File: config.mk
export PLATFORM = sky130hd
export DESIGN_NAME = r_format_pipe
export DESIGN_NICKNAME = d
export VERILOG_FILES = /design/src/rtl/r_format_pipe.sv
export SDC_FILE = /design/constraint.sdc
export NUM_CORES = 2
export LEC_CHECK = 0
export CORE_MARGIN = 4
export CORE_UTILIZATION = 60
export DETAILED_ROUTE_END_ITERATION = 10
export MAX_ROUTING_LAYER = met4
export PLACE_DENSITY = 0.77
export SKIP_CTS_REPAIR_TIMING = 1
export SLEW_MARGIN = 0
export SYNTH_ARGS = -nofsm -noshare
export SYNTH_HDL_FRONTEND = slang
export SYNTH_SLANG_ARGS = --single-unit
File: constraint.sdc
create_clock -name clk -period 76.8 [get_ports clk]
set_input_delay 15.36 -clock clk [delete_from_list [all_inputs] [get_ports clk]]
set_output_delay 15.36 -clock clk [all_outputs]
set_load 0.1 [all_outputs]
File: src/rtl/r_format_pipe.sv
// r_format_pipe: 3-stage R-format core (decode/RF-read -> EX -> WB) with full EX/WB forwarding.
// Optional feature macro OVF_TRAP_EN: signed overflow on add/sub suppresses the write and sets sticky ovf_flag.
module r_format_pipe #(
  parameter int unsigned     DATA_W   = 32,
  parameter int unsigned     NUM_REGS = 32,
  parameter int unsigned     PC_W     = 32,
  parameter int unsigned     PC_STEP  = 4,
  parameter longint unsigned RESET_PC = 0
) (
  input  logic              clk,
  input  logic              reset,
  input  logic              hold,
  input  logic              instr_valid,
  output logic              instr_ready,
  input  logic [31:0]       instr,
  output logic [PC_W-1:0]   pc,
  output logic              wb_valid,
  output logic [4:0]        wb_addr,
  output logic [DATA_W-1:0] wb_data,
  input  logic [4:0]        dbg_raddr,
  output logic [DATA_W-1:0] dbg_rdata,
  output logic              ovf_flag
);

  localparam int SHW = $clog2(DATA_W);
  localparam int RIW = (NUM_REGS > 1) ? $clog2(NUM_REGS) : 1;

  typedef enum logic [3:0] {
    OP_ADD, OP_ADDU, OP_SUB, OP_SUBU, OP_AND, OP_OR, OP_XOR, OP_NOR,
    OP_SLT, OP_SLTU, OP_SLL, OP_SRL, OP_SRA
  } aluOp_e;

  function automatic logic regOk(input logic [4:0] a);
    return (a != 5'd0) && ({27'd0, a} < NUM_REGS);
  endfunction

  logic [PC_W-1:0]   pc_q, pc_d;
  logic [DATA_W-1:0] rf_q [NUM_REGS];

  logic              exValid_q, exValid_d;
  logic              exWrite_q, exWrite_d;
  aluOp_e            exOp_q, exOp_d;
  logic [4:0]        exRd_q, exRd_d;
  logic [DATA_W-1:0] exA_q, exA_d;
  logic [DATA_W-1:0] exB_q, exB_d;
  logic [SHW-1:0]    exSh_q, exSh_d;

  logic              wbValid_q, wbValid_d;
  logic [4:0]        wbAddr_q, wbAddr_d;
  logic [DATA_W-1:0] wbData_q, wbData_d;

  logic              accept;
  logic [4:0]        rs, rt, rd;
  logic [5:0]        funct;
  logic [DATA_W-1:0] rsVal, rtVal;
  logic              decValid;
  aluOp_e            decOp;
  logic [SHW-1:0]    decSh;
  logic [DATA_W-1:0] exResult;
  logic              exOvf;
  logic              exWe;

  assign instr_ready = ~hold & ~reset;
  assign accept      = instr_valid & instr_ready;
  assign rs          = instr[25:21];
  assign rt          = instr[20:16];
  assign rd          = instr[15:11];
  assign funct       = instr[5:0];

  // Operand fetch: the instruction in EX is youngest, so its result beats WB, which beats the RF.
  always_comb begin
    rsVal = '0;
    if (regOk(rs)) begin
      if (exWe && exRd_q == rs)              rsVal = exResult;
      else if (wbValid_q && wbAddr_q == rs)  rsVal = wbData_q;
      else                                   rsVal = rf_q[rs[RIW-1:0]];
    end
    rtVal = '0;
    if (regOk(rt)) begin
      if (exWe && exRd_q == rt)              rtVal = exResult;
      else if (wbValid_q && wbAddr_q == rt)  rtVal = wbData_q;
      else                                   rtVal = rf_q[rt[RIW-1:0]];
    end
  end

  always_comb begin
    decValid = (instr[31:26] == 6'd0);
    decOp    = OP_ADDU;
    decSh    = SHW'({1'b0, instr[10:6]} & 6'(DATA_W - 1));
    unique case (funct)
      6'h20: decOp = OP_ADD;
      6'h21: decOp = OP_ADDU;
      6'h22: decOp = OP_SUB;
      6'h23: decOp = OP_SUBU;
      6'h24: decOp = OP_AND;
      6'h25: decOp = OP_OR;
      6'h26: decOp = OP_XOR;
      6'h27: decOp = OP_NOR;
      6'h2A: decOp = OP_SLT;
      6'h2B: decOp = OP_SLTU;
      6'h00: decOp = OP_SLL;
      6'h02: decOp = OP_SRL;
      6'h03: decOp = OP_SRA;
      6'h04: begin decOp = OP_SLL; decSh = rsVal[SHW-1:0]; end
      6'h06: begin decOp = OP_SRL; decSh = rsVal[SHW-1:0]; end
      6'h07: begin decOp = OP_SRA; decSh = rsVal[SHW-1:0]; end
      default: decValid = 1'b0;
    endcase
  end

  // Shifts always operate on rt, which decode places in B.
  always_comb begin
    exResult = '0;
    unique case (exOp_q)
      OP_ADD, OP_ADDU: exResult = exA_q + exB_q;
      OP_SUB, OP_SUBU: exResult = exA_q - exB_q;
      OP_AND:          exResult = exA_q & exB_q;
      OP_OR:           exResult = exA_q | exB_q;
      OP_XOR:          exResult = exA_q ^ exB_q;
      OP_NOR:          exResult = ~(exA_q | exB_q);
      OP_SLT:          exResult = {{(DATA_W-1){1'b0}}, $signed(exA_q) < $signed(exB_q)};
      OP_SLTU:         exResult = {{(DATA_W-1){1'b0}}, exA_q < exB_q};
      OP_SLL:          exResult = exB_q << exSh_q;
      OP_SRL:          exResult = exB_q >> exSh_q;
      OP_SRA:          exResult = DATA_W'($signed(exB_q) >>> exSh_q);
      default:         exResult = '0;
    endcase
  end

`ifdef OVF_TRAP_EN
  logic ovf_q, ovf_d;
  logic addOvf, subOvf;

  always_comb begin
    addOvf = (exA_q[DATA_W-1] == exB_q[DATA_W-1]) && (exResult[DATA_W-1] != exA_q[DATA_W-1]);
    subOvf = (exA_q[DATA_W-1] != exB_q[DATA_W-1]) && (exResult[DATA_W-1] != exA_q[DATA_W-1]);
    exOvf  = exValid_q && ((exOp_q == OP_ADD && addOvf) || (exOp_q == OP_SUB && subOvf));
    ovf_d  = ovf_q;
    if (!hold) ovf_d = ovf_q | exOvf;
  end

  always_ff @(posedge clk or posedge reset) begin
    if (reset) ovf_q <= 1'b0;
    else       ovf_q <= ovf_d;
  end

  assign ovf_flag = ovf_q;
`else
  assign exOvf    = 1'b0;
  assign ovf_flag = 1'b0;
`endif

  assign exWe = exValid_q & exWrite_q & ~exOvf;

  always_comb begin
    pc_d      = pc_q;
    exValid_d = exValid_q;
    exWrite_d = exWrite_q;
    exOp_d    = exOp_q;
    exRd_d    = exRd_q;
    exA_d     = exA_q;
    exB_d     = exB_q;
    exSh_d    = exSh_q;
    wbValid_d = wbValid_q;
    wbAddr_d  = wbAddr_q;
    wbData_d  = wbData_q;
    if (!hold) begin
      wbValid_d = exWe;
      wbAddr_d  = exWe ? exRd_q : 5'd0;
      wbData_d  = exWe ? exResult : '0;
      exValid_d = accept && decValid;
      exWrite_d = regOk(rd);
      exOp_d    = decOp;
      exRd_d    = rd;
      exA_d     = rsVal;
      exB_d     = rtVal;
      exSh_d    = decSh;
      if (accept) pc_d = pc_q + PC_W'(PC_STEP);
    end
  end

  always_ff @(posedge clk or posedge reset) begin
    if (reset) begin
      pc_q      <= PC_W'(RESET_PC);
      exValid_q <= 1'b0;
      exWrite_q <= 1'b0;
      exOp_q    <= OP_ADDU;
      exRd_q    <= 5'd0;
      exA_q     <= '0;
      exB_q     <= '0;
      exSh_q    <= '0;
      wbValid_q <= 1'b0;
      wbAddr_q  <= 5'd0;
      wbData_q  <= '0;
    end else begin
      pc_q      <= pc_d;
      exValid_q <= exValid_d;
      exWrite_q <= exWrite_d;
      exOp_q    <= exOp_d;
      exRd_q    <= exRd_d;
      exA_q     <= exA_d;
      exB_q     <= exB_d;
      exSh_q    <= exSh_d;
      wbValid_q <= wbValid_d;
      wbAddr_q  <= wbAddr_d;
      wbData_q  <= wbData_d;
    end
  end

  // wbValid_q is only ever set for in-range, nonzero destinations, so the index is always legal.
  always_ff @(posedge clk or posedge reset) begin
    if (reset) begin
      for (int i = 0; i < int'(NUM_REGS); i++) rf_q[i] <= '0;
    end else if (!hold && wbValid_q) begin
      rf_q[wbAddr_q[RIW-1:0]] <= wbData_q;
    end
  end

  assign pc        = pc_q;
  assign wb_valid  = wbValid_q & ~hold;
  assign wb_addr   = wbAddr_q;
  assign wb_data   = wbData_q;
  assign dbg_rdata = regOk(dbg_raddr) ? rf_q[dbg_raddr[RIW-1:0]] : '0;

endmodule

## Word-level counts from Yosys, hierarchy flattened

Index checks and enable logic that the tools add are counted.

| word-level totals | value |
|---|---|
| register bits after elaboration | 1,174 |
| latch bits | 0 |
| RAM bits | 0 |
| ROM bits | 0 |
| input port bits | 41 |
| output and inout port bits | 104 |
| logic and storage cells | 149 |
| memories | 0 |

| cells by class | value |
|---|---|
| $add $sub $neg | 3 |
| $mul | 0 |
| div/mod/pow operators | 0 |
| magnitude comparators | 7 |
| eq/ne operators | 31 |
| shifts and indexed selects | 3 |
| multiplexer cells | 25 |
| bitwise operators | 14 |
| reductions and logical operators | 23 |

Operators by type and width:

| kind | number |
|---|---|
| $bwmux W1024 | 1 |
| $bmux W32 S5 | 3 |
| $mux W32 | 15 |
| $pmux W32 S11 | 1 |
| $demux W32 S5 | 1 |
| $lt A32 B32 Y1 | 2 |
| $eq A6 B6 Y1 const B | 10 |
| $pmux W4 S12 | 1 |
| $add A32 B3 Y32 const B | 1 |
| $add A32 B32 Y32 | 1 |
| $and A32 B32 Y32 | 1 |
| $not A32 Y32 | 1 |
| $or A32 B32 Y32 | 1 |
| $shl A32 B5 Y32 | 1 |
| $shr A32 B5 Y32 | 1 |
| $sshr A32 B5 Y32 | 1 |
| $sub A32 B32 Y32 | 1 |
| $xor A32 B32 Y32 | 1 |
| $ge A6 B6 Y1 const B | 4 |
| $not A5 Y6 | 4 |
| $eq A4 B4 Y1 const B | 5 |
| $eq A5 B5 Y1 | 4 |
| $reduce_bool A5 Y1 | 4 |
| $eq A6 B3 Y1 const B | 3 |
| 17 further kinds | 38 |

## Longest topological paths before layout

| depth | value |
|---|---|
| depth in word-level cells | 8 |
| mapped depth | 15 |
| gate-level depth less buffers | 15 |

## Worst setup path before layout

OpenSTA, ideal clock, no wires.

| timing path | value |
|---|---|
| kind | input to output |
| start | input dbg_raddr[0] |
| end | output dbg_rdata[10] |
| data arrival time | 18.198 ns |
| required time | 61.440 ns |
| setup slack | 43.242 ns |
| stages on the path | 7 |
| buffers on the path | 3 |
| cells stage by stage | clkbuf_1 buf_2 buf_1 mux4_2 mux4_2 mux2i_1 nor2_1 |

| on the way | value |
|---|---|
| cells in the longest elaborated chain, start to end | 5 |
| elaborated cells between the ends (all ways) | 6 |
| those cells by class | mux (4); bitwise (1); reduce/logical (1) |

Ends and longest elaborated chain:

| element | RTL line | source |
|---|---|---|
| start, declared | 20 | `input logic [4:0] dbg_raddr,` |
| $not A5 Y6 (not written as such) | 223 | `assign dbg_rdata = regOk(dbg_raddr) ? rf_q[dbg_raddr[RIW-1:0]] : '0;` |
| $bmux W32 S5 | 223 |  |
| $mux W32 (not written as such) (2 in series) | 223 |  |
| $mux W32 (*) | 223 |  |
| end, declared | 21 | `output logic [DATA_W-1:0] dbg_rdata,` |

Mark *: on every way between the ends. The rest lies on a longest branch, timed or not. The select of a mux whose other input is x is not followed.

## Final worst setup path

| timing path | value |
|---|---|
| start | input dbg_raddr[0] |
| end | output dbg_rdata[19] |

The elaborated chain is that of the path after synthesis.

==> results.toml <==
[cts]
cts-buffers-inserted = 132
tritoncts = "yes"
clk_latency_ns = 0.80
clk_pin_slew_ns = 0.06
cts-htree-levels = 4
cts_buffer_depth = 3
cts.sinks = 1172
cts-root-buf = "clkbuf_16"

[timing]
skew_ns = 0.0265
drv_slew = 0
fin_crit_sh = 0.467
fin_setup_tns_ns = 0
slew-limit-headroom = 0.112
layout_min_cycle_time_ns = 35.89
rsz0062_at_grt = "no"
worstMarginPinSlew_ns = 1.33
holdWs_ns = 0.481
finalSetupViolations = 0
hold_violations = 0
max_freq_mhz = 27.9

[setup_path]
r2r_start = "exB_q[1]"
timing.rr.end = "exA_q[18]"
max_stage_delay_ns = 0.99
critPathKind = "input port to output port"
required_ns = 61.44
arrival_ns = 20.53
rrSetupSlack_ns = 72.03
startpoint_type = "input port"
cpMaxStageDelayCell = "clkdlybuf4s50_1"
endpoint_kind = "output port"
rr_worst_depth = 13
crit_path_cell_trace = "buf_8, buf_4, buf_4, mux4_2, mux4_2, mux2i_1, nor2_1, clkdlybuf4s50_1"
worst-path-max-fanout = 83
worstSetupStartpoint = "dbg_raddr[0]"
worst_setup_path_endpoint = "dbg_rdata[19]"

[global_route]
first_global_vias = 55900
grt_usage = 0.387
grt_max_degree = 181
grt_pass1_wl_um = 377000
antenna_found_initial = 5
grt_remaining_overflow = 0

[synthesis]
synth_top_area_cell = "dfrtp_1"
synth-compound-area-share = 0.0543
synth-simple-area-share = 0.0393
yosys_warnings = 0
async_reset_ff_frac = 1.00
syn_inst = 5623
synth-edff-count = 0
synthMuxAreaShare = 0.465
ys_seq_area_frac = 0.376
synth_top_family_by_area = "multiplexers"
synthFlopType = "dfrtp_1"
synth.cell_area_um2 = 77900
synthTopCellsByArea = "dfrtp_1 38%, mux4_2 29%, mux2_2 15%"
syn_avg_cell_area_um2 = 13.9
yosys.cell_types.count = 91
synth_top_area_share = 0.376
synth_seq_cells = 1172
synth_fa_ha_area_frac = 0.0161
synth_xor_area_frac = 0.0118

[route]
route.detailed.drc = 0
drt-total-wl_um = 253000
drt-initial-drc-count = 7610
wl_per_cell_um = 34.8
vias = 55300
firstDrtPassIters = 6
detail-route-antenna-nets = 0
vias_per_cell = 7.61

[placement]
place_area_um2 = 80200
portBuffers = 141
gp_congestion = 0.987
dp_hpwl_um = 149000

[floorplanning]
dieArea_um2 = 136000
rows = 131
io_pins = 145
core-area_um2 = 128000
die_w_um = 368
start_util = 0.607
die_y_um = 368

[layout]
syn2layout_area_growth_pct = 8.86
fin_area_um2 = 84900
fin_util = 0.661
nFillCells = 8947
fin_nets = 5568
drive_gt1_frac = 0.445

[power]
irDropWorstVdd_v = 0.0000243
p_leak_nw = 36.8
power_w = 0.00144
powerDensity_nw_per_um2 = 16.9

[status]
status = "complete, no violations"

[worst_hold_path]
min_from = "pc[31]"
hold_path_class = "flop to flop"

[job]
maxCapViolCount = 0
-- how the worst min path moves through the flow --
stage / endpoint / cells after the start / slack, ns
after floorplan: exValid_q / 2 / 0.47
after global placement: pc[31] / 1 / 0.46
after detailed placement: pc[31] / 1 / 0.47
after CTS: pc[31] / 1 / 0.48
after global routing: pc[31] / 1 / 0.51
final: pc[31] / 1 / 0.48
-- per-stage QoR --
step	worst slack [ns]	std cells
2_1_floorplan	28.43	5625
3_3_place_gp	41.01	7023
3_5_place_dp	40.87	7023
4_1_cts	40.85	7263
5_1_grt	40.47	7266
6_report	40.91	7268
-- power by group --
group / switching (W) / internal, W
combinational: 0.0000883 / 0.0000434
clock: 0.000271 / 0.000408
sequential: 0.00000519 / 0.000620
-- synth_stat cells (21+ instances only) --
| library cell | count |
|---|---|
| mux4_2 | 1001 |
| o31ai_1 | 21 |
| mux2i_1 | 168 |
| buf_4 | 21 |
| a21oi_1 | 183 |
| dfrtp_1 | 1171 |
| a22o_1 | 30 |
| nor2_1 | 272 |
| buf_2 | 92 |
| nand2_1 | 213 |
| o211ai_1 | 25 |
| inv_1 | 108 |
| nor3_1 | 35 |
| nand3_1 | 36 |
| buf_1 | 120 |
| xor2_1 | 31 |
| a211oi_1 | 37 |
| o221ai_1 | 27 |
| xnor2_1 | 74 |
| clkbuf_1 | 338 |
| o21ai_0 | 151 |
| mux2_2 | 1034 |
| ha_1 | 97 |
-- routing by layer --
metal	wire length, um	track usage
met5	0	-
met1	90700	0.498
met4	14100	0.179
met2	115000	0.558
met3	32800	0.133
-- critical path: cells and delay by family --
kind	cells	cell delay, ns
and+or+nand+nor	1	0.07
buffers and inverters	4	3.41
muxes	3	1.48
-- state kept, by name (all words and copies together), names as in the netlist --
register   count
rf_q        1024
exA_q         32
exB_q         32
wb_data       32
pc            30
exRd_q         5
exSh_q         5
wb_addr        5
exOp_q         4
exValid_q      1
exWrite_q      1
wbValid_q      1
-- layout by cell type, fill, tap and decap left out, types with 13 or more instances in the layout --
master / count
a211oi_1: 37
a21oi_1: 183
a22o_1: 30
a22oi_1: 19
a31oi_1: 19
and3_1: 13
buf_4: 117
bufinv_16: 18
clkbuf_1: 25
clkbuf_16: 135
clkbuf_8: 24
clkdlybuf4s50_1: 124
clkinv_2: 19
dfrtp_1: 1168
ha_1: 97
inv_1: 107
mux2_2: 1034
mux2i_1: 168
mux4_1: 14
mux4_2: 1001
nand2_1: 197
nand2_4: 16
nand3_1: 35
nand4_1: 13
nor2_1: 255
nor2_4: 17
nor2b_1: 20
nor3_1: 35
nor4_1: 13
o211ai_1: 25
o21ai_0: 151
o21ai_1: 20
o221ai_1: 27
o31ai_1: 21
xnor2_1: 74
xor2_1: 31
-- layout make-up --
type | instances | area, um2 | area share
Multi-Input combinational cell | 3758 | 46000 | 0.542
Sequential cell | 1172 | 29300 | 0.346
Clock buffer | 184 | 3800 | 0.0448
Timing Repair Buffer | 253 | 2300 | 0.0271
Tap cell | 1729 | 2160 | 0.0255
Clock inverter | 56 | 818 | 0.00964
Inverter | 111 | 424 | 0.00500
Antenna cell | 5 | 12.5 | 0.000147
-- kinds of logic after synthesis --
group / Yosys count
flip-flops: 1172
other: 1
AND/OR/NAND/NOR: 686
AO/OA/AOI/OAI: 648
buffers and inverters: 695
multiplexers: 2217
adder cells (fa/ha/maj): 99
XOR/XNOR: 105
(Power assumes the default switching activity.)
